File: src/rtl/data_mem_arbiter.sv
// Round-robin arbiter between two cores and a shared data memory.
// Each granted request becomes one single-cycle memory command; all outputs are registered.
module data_mem_arbiter #(
  parameter int unsigned TAM  = 16,
  parameter int unsigned Lmem = 8
) (
  input  logic           clk,
  input  logic           rst,
  input  logic           reqLoad0,
  input  logic           reqLoad1,
  input  logic           reqWrite0,
  input  logic           reqWrite1,
  input  logic [TAM-1:0] reqADDR0,
  input  logic [TAM-1:0] reqADDR1,
  input  logic [TAM-1:0] reqDATA0,
  input  logic [TAM-1:0] reqDATA1,
  output logic           ack0,
  output logic           ack1,
  output logic           err0,
  output logic           err1,
  output logic [TAM-1:0] rdDATA0,
  output logic [TAM-1:0] rdDATA1,
  output logic [TAM-1:0] memADDR,
  output logic [TAM-1:0] memIN,
  output logic           memLoad,
  output logic           memWrite,
  input  logic [TAM-1:0] memOUT
);

  typedef enum logic [1:0] {StIdle, StIssue, StCapture, StDone} state_e;

  state_e         state_q;
  logic           last_grant_q;
  logic           gid_q;
  logic           op_write_q;

  logic           act0, act1, grant1;
  logic           sel_write, sel_bad;
  logic [TAM-1:0] sel_addr, sel_data;

  // On a tie the core that was not granted last wins.
  always_comb begin
    act0      = reqLoad0 | reqWrite0;
    act1      = reqLoad1 | reqWrite1;
    grant1    = act1 & (~act0 | ~last_grant_q);
    sel_write = grant1 ? reqWrite1 : reqWrite0;
    sel_addr  = grant1 ? reqADDR1 : reqADDR0;
    sel_data  = grant1 ? reqDATA1 : reqDATA0;
    sel_bad   = (sel_addr >> Lmem) != '0;
  end

  always_ff @(posedge clk) begin
    if (!rst) begin
      state_q      <= StIdle;
      last_grant_q <= 1'b1;
      gid_q        <= 1'b0;
      op_write_q   <= 1'b0;
      ack0         <= 1'b0;
      ack1         <= 1'b0;
      err0         <= 1'b0;
      err1         <= 1'b0;
      rdDATA0      <= '0;
      rdDATA1      <= '0;
      memADDR      <= '0;
      memIN        <= '0;
      memLoad      <= 1'b0;
      memWrite     <= 1'b0;
    end else begin
      case (state_q)
        StIdle: begin
          if (act0 | act1) begin
            gid_q        <= grant1;
            last_grant_q <= grant1;
            op_write_q   <= sel_write;
            if (sel_bad) begin
              // Rejected address: report straight away, memory untouched.
              if (grant1) begin
                ack1 <= 1'b1;
                err1 <= 1'b1;
                if (!sel_write) rdDATA1 <= '0;
              end else begin
                ack0 <= 1'b1;
                err0 <= 1'b1;
                if (!sel_write) rdDATA0 <= '0;
              end
              state_q <= StDone;
            end else begin
              memADDR  <= sel_addr;
              memIN    <= sel_data;
              memWrite <= sel_write;
              memLoad  <= ~sel_write;
              state_q  <= StIssue;
            end
          end
        end
        StIssue: begin
          memLoad  <= 1'b0;
          memWrite <= 1'b0;
          if (op_write_q) begin
            if (gid_q) ack1 <= 1'b1;
            else       ack0 <= 1'b1;
            state_q <= StDone;
          end else begin
            state_q <= StCapture;
          end
        end
        StCapture: begin
          if (gid_q) begin
            rdDATA1 <= memOUT;
            ack1    <= 1'b1;
          end else begin
            rdDATA0 <= memOUT;
            ack0    <= 1'b1;
          end
          state_q <= StDone;
        end
        StDone: begin
          ack0    <= 1'b0;
          ack1    <= 1'b0;
          err0    <= 1'b0;
          err1    <= 1'b0;
          state_q <= StIdle;
        end
        default: state_q <= StIdle;
      endcase
    end
  end

endmodule

File: config.mk
export PLATFORM = sky130hd
export DESIGN_NAME = data_mem_arbiter
export DESIGN_NICKNAME = d
export VERILOG_FILES = /design/src/rtl/data_mem_arbiter.sv
export SDC_FILE = /design/constraint.sdc
export NUM_CORES = 1
export LEC_CHECK = 0
export ABC_CLOCK_PERIOD_IN_PS = 2400
export BUFFER_PORTS_ARGS = -buffer_cell sky130_fd_sc_hd__buf_2
export CORE_MARGIN = 5
export CORE_UTILIZATION = 45
export CTS_BUF_LIST = sky130_fd_sc_hd__clkbuf_16
export CTS_CLUSTER_SIZE = 20
export DETAILED_ROUTE_END_ITERATION = 12
export PLACE_DENSITY = 0.82
export SYNTH_ARGS = -nofsm -noshare
export SYNTH_HDL_FRONTEND = slang
export SYNTH_SLANG_ARGS = --single-unit
File: constraint.sdc
create_clock -name clk -period 2.4 [get_ports clk]
set_input_delay 0 -clock clk [delete_from_list [all_inputs] [get_ports clk]]
set_output_delay 0 -clock clk [all_outputs]
set_load 0.02 [all_outputs]
==> flow_metrics.py <==
metrics = {
    "route": {
        "routed_via_density": 5.43,
        "dr.pass1.iters": 5,
        "wl_mm": 12.1,
        "drc": 0,
        "wl_per_cell_um": 18.0,
        "drtIter0Drc": 247,
        "ant_nets": 0,
        "vias": 3645,
    },
    "finish": {
        "instances_no_fill": 671,
        "drive_gt1_share_pct": 32.0,
        "n_fill_cell": 479,
        "final_util_pct": 73.1,
        "fin_area_um2": 4970,
        "num_antenna_cells": 0,
        "syn2layout_area_growth_pct": 58.7,
        "nets": 660,
    },
    "logic_synthesis": {
        "yosysTopAreaCellShare_pct": 48.0,
        "syn-cell-area_um2": 3130,
        "yosys_most_used_dff": "dfxtp_1",
        "ys_ff_latch": 75,
        "ys_seq_area_share_pct": 48.0,
        "yosysUniqueCellTypes": 35,
        "synth_area_per_cell_um2": 8.77,
        "synthesis.instances": 357,
        "synth_area_leaders": "dfxtp_1, nand2_1, mux2i_1, a311oi_1, nor2_1",
        "synth.most_common_cell": "nand2_1",
        "synth_edf_count": 0,
        "synth_fp_nets": 447,
        "synthArstFlopShare_pct": 0,
        "synth_common_cells": "nand2_1, dfxtp_1, mux2i_1, nor2_1, a311oi_1",
        "yosysTopAreaCell": "dfxtp_1",
        "yosys_warnings": 0,
    },
    "floorplan": {
        "start_util_pct": 46.1,
        "io_pins": 156,
        "coreArea_um2": 6790,
        "dieHeight_um": 93.4,
        "row_count": 30,
        "die-area_um2": 8720,
        "die_w_um": 93.4,
    },
    "run_status": {
        "outcome": "completed",
    },
    "cts": {
        "cts_buffers": 9,
        "cts_max_path_buffers": 2,
        "insertion_delay_ns": 0.33,
        "cts_tree": "yes",
        "clk_pin_slew_ns": 0.07,
        "cts_setup_buffers": 0,
        "h-tree-depth": 3,
        "cts.sink_count": 75,
        "root_buffer": "clkbuf_16",
    },
    "critical_path": {
        "start_kind": "flip-flop",
        "worstPathMaxFanout": 51,
        "cp.required_ns": 2.61,
        "critPathArrivalTime_ns": 2.33,
        "path_cells": "o21a_1, or4_1, a21oi_4, buf_12, nor2_1, a311oi_1",
        "critPathTopFamily": "compound AO/OA/AOI/OAI gates",
        "worst-setup-path-type": "flip-flop to flip-flop",
        "max_stage_delay_ns": 0.57,
        "path_buf_inv": 1,
        "endpoint_kind": "flip-flop",
        "worst_path_max_delay_cell": "or4_1",
    },
    "grt": {
        "grt_pass1_wl_mm": 19.0,
        "antenna_found_initial": 0,
        "grt_max_degree": 52,
        "grt_util_all_layers_pct": 28.2,
        "grt_pass1_vias": 3798,
        "grt.overflow.total": 0,
    },
    "sta": {
        "timing.final.crit_period_ns": 2.13,
        "fmax_mhz": 470,
        "finalSetupViolCount": 0,
        "rsz0062_at_grt": "false",
        "fin_worst_skew_ns": 0.00738,
        "maxSlewViolCount": 0,
        "tns_ns": 0,
        "hold_viol": 0,
        "timing.slew.headroom_pct": 63.2,
        "max_slew.worst_pin.slew_ns": 0.546,
        "layout_worst_path_cycle_share_pct": 88.6,
    },
    "power": {
        "powerDensity_nw_per_um2": 863,
        "p_leak_uw": 0.00237,
        "peakVddDrop_uv": 459,
    },
    "placed_design": {
        "io_buffers": 155,
        "placed_area_um2": 3990,
        "hpwl_mm": 6.61,
        "placed_cells": 590,
        "gp_routability_congestion": 0.835,
    },
    "run": {
        "drv_cap": 0,
    },
    "min_path": {
        "hold_class": "input pin to flip-flop",
    },
}
[cell type report]
class	count	area, um2	share of cell area [%]
Timing Repair Buffer	228	1500	30.2
Clock buffer	9	225	4.53
Clock inverter	7	100	2.02
Tap cell	96	120	2.42
Multi-Input combinational cell	251	1500	30.3
Inverter	5	18.8	0.378
Sequential cell	75	1500	30.2
[worst reg2reg max path, delay by kind of cell (launching register included)]
kind,cells,cell delay [ns]
compound gates,3,0.73
simple gates,2,0.69
flops,1,0.34
buf+inv,1,0.25
[registers in the layout (all words and copies together) (netlist names), 2 cells and up]
name / cells
rdDATA0: 16
memIN: 16
state_q: 2
rdDATA1: 16
memADDR: 16
[cells by family after synthesis]
family                     Yosys count  share of synthesized area (%)
buffers and inverters               31                           4.32
AOI/OAI and AO/OA                   51                           12.6
adders and majority gates            4                           1.60
and+or+nand+nor                    164                           23.3
muxes                               32                           10.2
DFF                                 75                           48.0
[through the flow]
stage	worst slack, ns	hold WS, ns	power, uW
after floorplan	0.447	0.159	2340
after detailed placement	0.312	0.270	2700
after global routing	0.129	0.170	4510
final	0.273	0.135	4290
after CTS	0.300	0.118	4250
after global placement	0.395	0.264	2670
[repair_timing]
item | 4_1_cts | 5_1_grt
hold buffers | 65 | 0
resized for setup | 0 | 1
hold endpoints to repair | 58 | 0
endpoints found under the setup margin | 0 | 1
[where the power goes]
part | internal [uW] | switching [uW] | leakage (uW) | total (uW)
Combinational | 552 | 811 | 0.00162 | 1360
Sequential | 1370 | 80.5 | 0.000607 | 1450
Clock | 918 | 563 | 0.000149 | 1480
Total | 2840 | 1450 | 0.00237 | 4290
[cells in the final DEF (no fill, tap or decap), types with 2 or more instances in the layout]
cell type	instances
buf_2	155
nand2_1	89
dfxtp_1	75
dlygate4sd3_1	65
mux2i_1	32
nor2_1	29
a311oi_1	25
nand3_1	20
clkbuf_16	9
nor3b_1	8
buf_4	7
o21ai_0	6
inv_1	4
or4_1	4
nor4_1	4
a21oi_1	4
o21a_1	3
a21boi_0	3
nand2b_1	3
ha_1	3
clkinvlp_4	3
o211ai_1	2
nor3_1	2
inv_6	2
bufinv_16	2
[worst paths after layout]
path         cells after the start           to  slack [ns]    startpoint
min reg2reg                      2  rdDATA0[15]        0.46   rdDATA0[15]
max                              6   memADDR[3]        0.27  last_grant_q
max reg2reg                      6   memADDR[3]        0.27  last_grant_q
min                              4     memWrite        0.13      reqLoad1
[metal layers]
metal / global-route usage (%) / part of all wire (%) / up-vias
li1: - / - / 1684
met2: 49.2 / 50 / 225
met4: 17.8 / 6.4 / 0
met5: 0 / 0 / -
met3: 9.01 / 8.2 / 64
met1: 28.9 / 35 / 1672
(Power assumes the default switching activity.)
